===== config.mk =====
export PLATFORM = sky130hd
export DESIGN_NAME = datapath_controller
export DESIGN_NICKNAME = d
export VERILOG_FILES = /design/src/rtl/datapath_controller.sv
export SDC_FILE = /design/constraint.sdc
export NUM_CORES = 1
export LEC_CHECK = 0
export BUFFER_PORTS_ARGS = -buffer_cell sky130_fd_sc_hd__buf_2
export CAP_MARGIN = 20
export CORE_ASPECT_RATIO = 1.75
export CORE_MARGIN = 2
export CORE_UTILIZATION = 49
export CTS_CLUSTER_DIAMETER = 30
export DETAILED_ROUTE_END_ITERATION = 7
export PLACE_DENSITY = 0.77
export REMOVE_ABC_BUFFERS = 1
export SLEW_MARGIN = 0
export SYNTH_ARGS = -nofsm -noshare
export SYNTH_HDL_FRONTEND = slang
export SYNTH_SLANG_ARGS = --single-unit

===== constraint.sdc =====
create_clock -name clk -period 2.7 [get_ports clk]
set_input_delay 0.27 -clock clk [delete_from_list [all_inputs] [get_ports clk]]
set_output_delay 0.27 -clock clk [all_outputs]
set_load 0.01 [all_outputs]

===== src/rtl/datapath_controller.sv =====
// Multi-cycle controller for the 16-register bus datapath: fetch, decode, one bus transfer per cycle.
// extern is a reserved word, so the external-mux enable is named extern_en.
module datapath_controller (
  input  logic        clk,
  input  logic        rst,
  input  logic        run,
  input  logic [15:0] instr,
  output logic        extern_en,
  output logic        readAddr,
  output logic [2:0]  sel,
  output logic [15:0] ren,
  output logic [15:0] rout,
  output logic        aen,
  output logic        gen,
  output logic        gout,
  output logic [15:0] outAddr,
  output logic        busy,
  output logic        done
);

  typedef enum logic [1:0] {IDLE, T1, T2, T3} state_t;

  state_t      state, state_next;
  logic [15:0] ir, ir_next;
  logic [15:0] pc, pc_next;
  logic [3:0]  opcode, rx, ry;
  logic        unused_bits;

  assign opcode      = ir[15:12];
  assign rx          = ir[11:8];
  assign ry          = ir[7:4];
  assign unused_bits = ^ir[3:0];

  function automatic logic [15:0] onehot(input logic [3:0] idx);
    onehot      = '0;
    onehot[idx] = 1'b1;
  endfunction

  always_ff @(posedge clk) begin
    // NOTE: state registers use non-blocking assignments so every flop samples pre-edge values.
    if (rst) begin
      state <= IDLE;
      ir    <= '0;
      pc    <= '0;
    end else begin
      state <= state_next;
      ir    <= ir_next;
      pc    <= pc_next;
    end
  end

  always_comb begin
    // NOTE: every output and next-state signal gets a default first so no path infers a latch.
    state_next = state;
    ir_next    = ir;
    pc_next    = pc;
    extern_en  = 1'b0;
    readAddr   = 1'b0;
    sel        = '0;
    ren        = '0;
    rout       = '0;
    aen        = 1'b0;
    gen        = 1'b0;
    gout       = 1'b0;
    done       = 1'b0;
    busy       = (state != IDLE);
    outAddr    = pc;

    unique case (state)
      IDLE: begin
        if (run) begin
          ir_next    = instr;
          pc_next    = pc + 16'd1;
          state_next = T1;
        end
      end
      T1: begin
        state_next = IDLE;
        unique case (opcode)
          4'h0: begin
            rout = onehot(ry);
            ren  = onehot(rx);
            done = 1'b1;
          end
          4'h1: begin
            // Immediate arrives on the datapath's data input; the PC skips past it.
            extern_en = 1'b1;
            ren       = onehot(rx);
            pc_next   = pc + 16'd1;
            done      = 1'b1;
          end
          4'h2, 4'h3, 4'h4, 4'h5, 4'h6, 4'h7: begin
            rout       = onehot(rx);
            aen        = 1'b1;
            state_next = T2;
          end
          4'h8: begin
            extern_en = 1'b1;
            readAddr  = 1'b1;
            ren       = onehot(rx);
            done      = 1'b1;
          end
          default: done = 1'b1;
        endcase
      end
      T2: begin
        rout       = onehot(ry);
        sel        = ir[14:12];
        gen        = 1'b1;
        state_next = T3;
      end
      T3: begin
        gout       = 1'b1;
        ren        = onehot(rx);
        done       = 1'b1;
        state_next = IDLE;
      end
      default: state_next = IDLE;
    endcase

    // Reset silences every output in the same cycle so an aborted instruction writes nothing.
    if (rst) begin
      extern_en = 1'b0;
      readAddr  = 1'b0;
      sel       = '0;
      ren       = '0;
      rout      = '0;
      aen       = 1'b0;
      gen       = 1'b0;
      gout      = 1'b0;
      done      = 1'b0;
      busy      = 1'b0;
      outAddr   = '0;
    end
  end

endmodule


# After elaboration in Yosys (flattened, before gate mapping)
# Index checks and enable logic that the tools add are counted.
# Widths: inputs -> output; s select.
[totals] reg_bits=34 inputBits=19 output_inout_bits=58 word_cells=68
[op_classes] addsub=1 order_cmp=4 n_eq_ne=13 muxes=36 n_reduce_logical=11
[op_table] operator="$pmux 16 s2" count=4
[op_table] operator="$mux 16" count=6
[op_table] operator="$mux 1" count=18
[op_table] operator="$add 16x1->16 const B" count=1
[op_table] operator="$eq 4x3->1 const B" count=4
[op_table] operator="$lt 4x5->1 const B" count=2
[op_table] operator="$demux 1 s4" count=2
[op_table] operator="$eq 4x2->1 const B" count=2
[op_table] operator="$ge 4x1->1 const B" count=2
[op_table] operator="$pmux 2 s4" count=1
[op_table] operator="$mux 3" count=2
[op_table] operator="$reduce_or 6->1" count=1
[op_table] operator="$eq 2x2->1 const B" count=2
[op_table] operator="$eq 4x1->1 const B" count=1
[op_table] operator="$eq 4x4->1 const B" count=1
[op_table] operator="$logic_not 4->1" count=1
[op_table] operator="$mux 2" count=2
[op_table] operator="$ne 2x2->1 const B" count=2
[op_table] operator="$reduce_bool 2->1" count=2
[op_table] operator="$reduce_and 3->1" count=1
[op_table] operator="$reduce_or 3->1" count=1
[op_table] operator="$eq 2x1->1 const B" count=1
[op_table] operator="$logic_and 1x1->1" count=2
[op_table] operator="$logic_not 2->1" count=1
[op_table] operator="3 further kinds" count=3

# Depth between registers and ports, before layout
[logic_depth] ltp_word=7 ltp_mapped=7 ltp_nobuf=6

# Worst setup path before layout
# Ideal clock, no wire load.
[synth_timing] path_type="reg-to-output" startpoint="register state[0]" endpoint="output rout[10]" t_arrival_ns=1.913 required_ns=2.430 slack_ns=0.517 path_stages_with_launch=7 n_path_buf=2 cell_sequence="dfxtp_1 ha_1 clkbuf_1 nor3b_2 clkbuf_1 nand3_1 a21oi_1"
[synth_between] elab_chain_cells=3 word_cells_on_any_way=4 classes_between="eq/ne: 2; mux: 2"
[synth_rtl] element="from (decl)" line_no="23" source="state_t state, state_next;"
[synth_rtl] element="from (signal assigned)" line_no="46" source="state <= state_next;"
[synth_rtl] element="$eq 2x2->1 / $eq 2x1->1 (equally long branches)" line_no="69" source="unique case (state)"
[synth_rtl] element="$pmux 16 s2 (*)" line_no="69"
[synth_rtl] element="$mux 16 (*)" line_no="122" source="if (rst) begin"
[synth_rtl] element="to (decl)" line_no="12" source="output logic [15:0] rout,"
# Mark *: on every way between the ends. The rest lies on a longest branch, timed or not.

# Worst setup path after layout
[layout_timing] startpoint="register state[0]" endpoint="output ren[1]"
[layout_between] elab_chain_cells=3 word_cells_on_any_way=4 classes_between="eq/ne: 2; mux: 2"
[layout_rtl] element="$eq 2x2->1 / $eq 2x1->1 (equally long branches)" line_no="69"
[layout_rtl] element="$pmux 16 s2 (*)" line_no="69"
[layout_rtl] element="$mux 16 (*)" line_no="122"
[layout_rtl] element="to (decl)" line_no="11" source="output logic [15:0] ren,"
# Marked as above.

==> reports/qor.log <==
[routing] Detailed Route Iter0 Violations 44
[clock_network] number of H-tree branching levels 2
[synth] Post-synth top flop sky130_fd_sc_hd__dfxtp_1
[synth] total of flip-flops plus latches after synthesis 30
[global_route] number of antenna violations at the first check in global routing 0
[setup_path] Critical Path Fanout Max 11
[sta] setup violators final 0
[setup_path] critical path, cell by cell ha_1, a31oi_1, nor4_1, and2_1, buf_2
[setup_path] kind of critical path reg -> out
[floorplan] placement row count 31
[synth] cells taking the most area after synthesis sky130_fd_sc_hd__dfxtp_1 (29%), sky130_fd_sc_hd__nor2b_1 (8.0%), sky130_fd_sc_hd__a21oi_1 (7.6%)
[job] number of max-cap violations 0
[sta] minimum clock period after layout 2.39 ns
[sta] highest attainable clock frequency 0.419 GHz
[synth] share of flip-flops with an asynchronous set or reset after synthesis 0%
[layout] Post-layout nets 370
[global_route] GRT Overall Usage 23.4%
[outcome] run status completed
[sta] Slew headroom 64.6%
[synth] Synth top area share 29.4%
[clock_network] CTS tree built
[power] Clk network pwr share 33.4%
[power] share of power burned in combinational logic 18.1%
[layout] non-filler cells in the finished layout 395
[clock_network] maximum root-to-sink buffer count 2
[global_route] global-route wire length before repair 8.38 mm
[clock_network] total clock sinks 30
[clock_network] clock edge transition at the registers on the reported setup and hold paths 0.06 ns
[clock_network] latest clock arrival within the worst-skew pair 0.28 ns
[sta] measured slew at the worst slew-check pin 0.516 ns
[sta] worst clock skew 0.00449 ns
[setup_path] Crit. End Element output pin
[sta] setup repair after global routing missed its margin false
[routing] detailed-routing iteration count for the pre-antenna-repair pass 4
[power] worst IR drop on VDD 368 uV
[power] sequential share of power 48.5%
[sta] number of slew-limit violations in the final report 0
[synth] library cells used by synthesis 33
[power] leakage power 0.00112 uW
[routing] Via Count 2,152
[setup_path] Data required, critical path 2.43 ns
[routing] post-detailed-route count of antenna-violating nets 0
[setup_path] delay of the slowest critical-path stage 0.44 ns
[synth] most common cell in the netlist sky130_fd_sc_hd__nand2_1
[layout] antenna cell count 0
[global_route] via count of the first global-routing pass 2,013
[sta] Post-Route Setup TNS 0 ns
[routing] via density per instance 5.45
[power] ratio of total power to cell area 407 nW/um^2
[placement] IO Port Bufs 72
[power] net switching power 316 uW
[setup_path] standard cell with the maximum stage delay on the critical path sky130_fd_sc_hd__ha_1
[synth] top cells by instance count after synthesis sky130_fd_sc_hd__nand2_1 (38), sky130_fd_sc_hd__a21oi_1 (31), sky130_fd_sc_hd__dfxtp_1 (30)
[floorplan] die outline area 4730 um^2
[floorplan] I/O pin count 77
[setup_path] critical path's top delay family simple AND/OR/NAND/NOR gates
[clock_network] Clock Tree Root sky130_fd_sc_hd__clkbuf_8
[synth] Post-Synthesis Cell Area 2040 um^2
[sta] final-report hold violation count 0
[power] cell-internal power 698 uW
[floorplan] vertical die dimension 89.5 um
[routing] wire per inst 13.2 um
[placement] routability-driven placement congestion ratio 0.851
[global_route] Congestion Overflow GR 0
[global_route] maximum number of pins on one net before global-route repair 36
[layout] layout overhead on the synthesized area 21.7%
[synth] sequential cell area fraction in the yosys report 29.4%
[min_path] Hold Path Class in -> reg
[placement] dpl cells 388
[power] Sw Ratio 31.1%
[synth] EDFF count, synth 0
[synth] Post-Syn Instances 282
[setup_path] buffering stage count on the worst path with inverters included 1
[synth] largest area contributor in the synthesized netlist sky130_fd_sc_hd__dfxtp_1
[floorplan] Die Span X 52.8 um
[setup_path] Worst Setup Start Kind flip-flop
[clock_network] CTS Hold Buffers Added 0
[clock_network] CTS Buf Count 5
[synth] Yosys Warn Count 0
[routing] number of remaining DRC errors 0
[clock_network] Setup Buffers After CTS 0
[floorplan] initial core utilization 50.2%
[clock_network] CTS resizes 0
[routing] Total Routed Length 5.23 mm
[placement] dpl hpwl 4.07 mm
[floorplan] core region area 4070 um^2
[sta] share of the clock period used by the worst path after layout 88.4%
[synth] synthesized area per cell 7.25 um^2
[layout] proportion of layout cells with a drive suffix above 1 27.7%
[setup_path] Worst EP arrival 2.12 ns
-- kinds of logic after synthesis --
kind of cell	after synthesis	synth area share, %
muxes	12	6.49
adders and majority gates	5	3.06
xor gates and xnor gates	3	1.29
and+or+nand+nor	169	43.6
DFF	30	29.4
AOI/OAI and AO/OA	43	12.1
buffers and inverters	20	4.04
-- layer usage --
metal | up-vias | global-route usage, % | routed length [um]
li1 | 1102 | - | -
met1 | 973 | 22.6 | 1960
met2 | 69 | 44.8 | 2840
met3 | 8 | 5.18 | 332
met4 | 0 | 11.4 | 94
met5 | - | 0 | 0
-- flip-flops by register name, indices dropped and copies added, names as in the netlist, named ones only --
register and cells:
ir 12, state 1, pc 16
-- worst reg2reg max path: cells and delay by family (launching register included) --
kind / cells / cell delay (ns)
and+or+nand+nor: 1 / 0.21
muxes: 2 / 0.63
DFF: 1 / 0.42
AOI/OAI and AO/OA: 1 / 0.41
adders and majority gates: 1 / 0.44
-- worst paths after layout --
path / start / to / slack, ns / cells past startpoint
worst max-delay path: state[0] / ren[1] / 0.31 / 5
worst max register to register: state[0] / pc[15] / 0.48 / 5
worst min-delay path: instr[4] / ir[4] / 0.22 / 3
worst min register to register: ir[13] / ir[13] / 0.49 / 2
-- power by group through the flow --
stage,sequential [uW],combinational [uW],clock (uW)
after floorplan,494,120,0
after global placement,500,178,0
after detailed placement,501,182,0
after CTS,491,183,345
after global routing,496,205,364
final,491,184,339
-- metrics by stage --
step	area, um^2	hold slack [ns]	setup slack, ns	utilization, %	total power [uW]
finish	2490	0.223	0.312	61.1	1010
global route	2490	0.236	0.125	61.1	1070
CTS	2490	0.218	0.321	61.1	1020
detailed placement	2410	0.481	0.508	59.2	683
global placement	2410	0.476	0.540	59.2	678
floorplan	1970	0.339	0.631	-	614
-- cell usage in the layout (no fill, tap or decap), types with 2 or more instances in the layout --
cell type	Yosys	final
sky130_fd_sc_hd__a211oi_2	2	2
sky130_fd_sc_hd__a21oi_1	31	31
sky130_fd_sc_hd__a31oi_1	2	2
sky130_fd_sc_hd__and2_1	23	23
sky130_fd_sc_hd__and4_1	3	3
sky130_fd_sc_hd__buf_2	0	72
sky130_fd_sc_hd__buf_4	0	2
sky130_fd_sc_hd__clkbuf_8	0	5
sky130_fd_sc_hd__clkinv_2	0	2
sky130_fd_sc_hd__dfxtp_1	30	30
sky130_fd_sc_hd__ha_1	5	5
sky130_fd_sc_hd__inv_1	3	3
sky130_fd_sc_hd__mux2_2	9	9
sky130_fd_sc_hd__mux2i_1	2	2
sky130_fd_sc_hd__nand2_1	38	38
sky130_fd_sc_hd__nand2b_1	2	2
sky130_fd_sc_hd__nand3_1	28	28
sky130_fd_sc_hd__nand4_1	12	12
sky130_fd_sc_hd__nor2_1	24	24
sky130_fd_sc_hd__nor2b_1	26	26
sky130_fd_sc_hd__nor3_1	4	4
sky130_fd_sc_hd__nor3b_1	2	2
sky130_fd_sc_hd__o21ai_0	4	4
sky130_fd_sc_hd__or4_1	3	3
sky130_fd_sc_hd__xnor2_1	3	3
-- layout make-up --
cell class / instances / area [um^2]
inverter: 3 / 11.3
timing repair buffer: 74 / 375
clock inverter: 2 / 10.0
multi-input combinational: 232 / 1360
fill: 409 / 1580
tap: 49 / 61.3
sequential: 30 / 601
clock buffer: 5 / 68.8
Note: power is estimated with default switching activity, not from simulation.
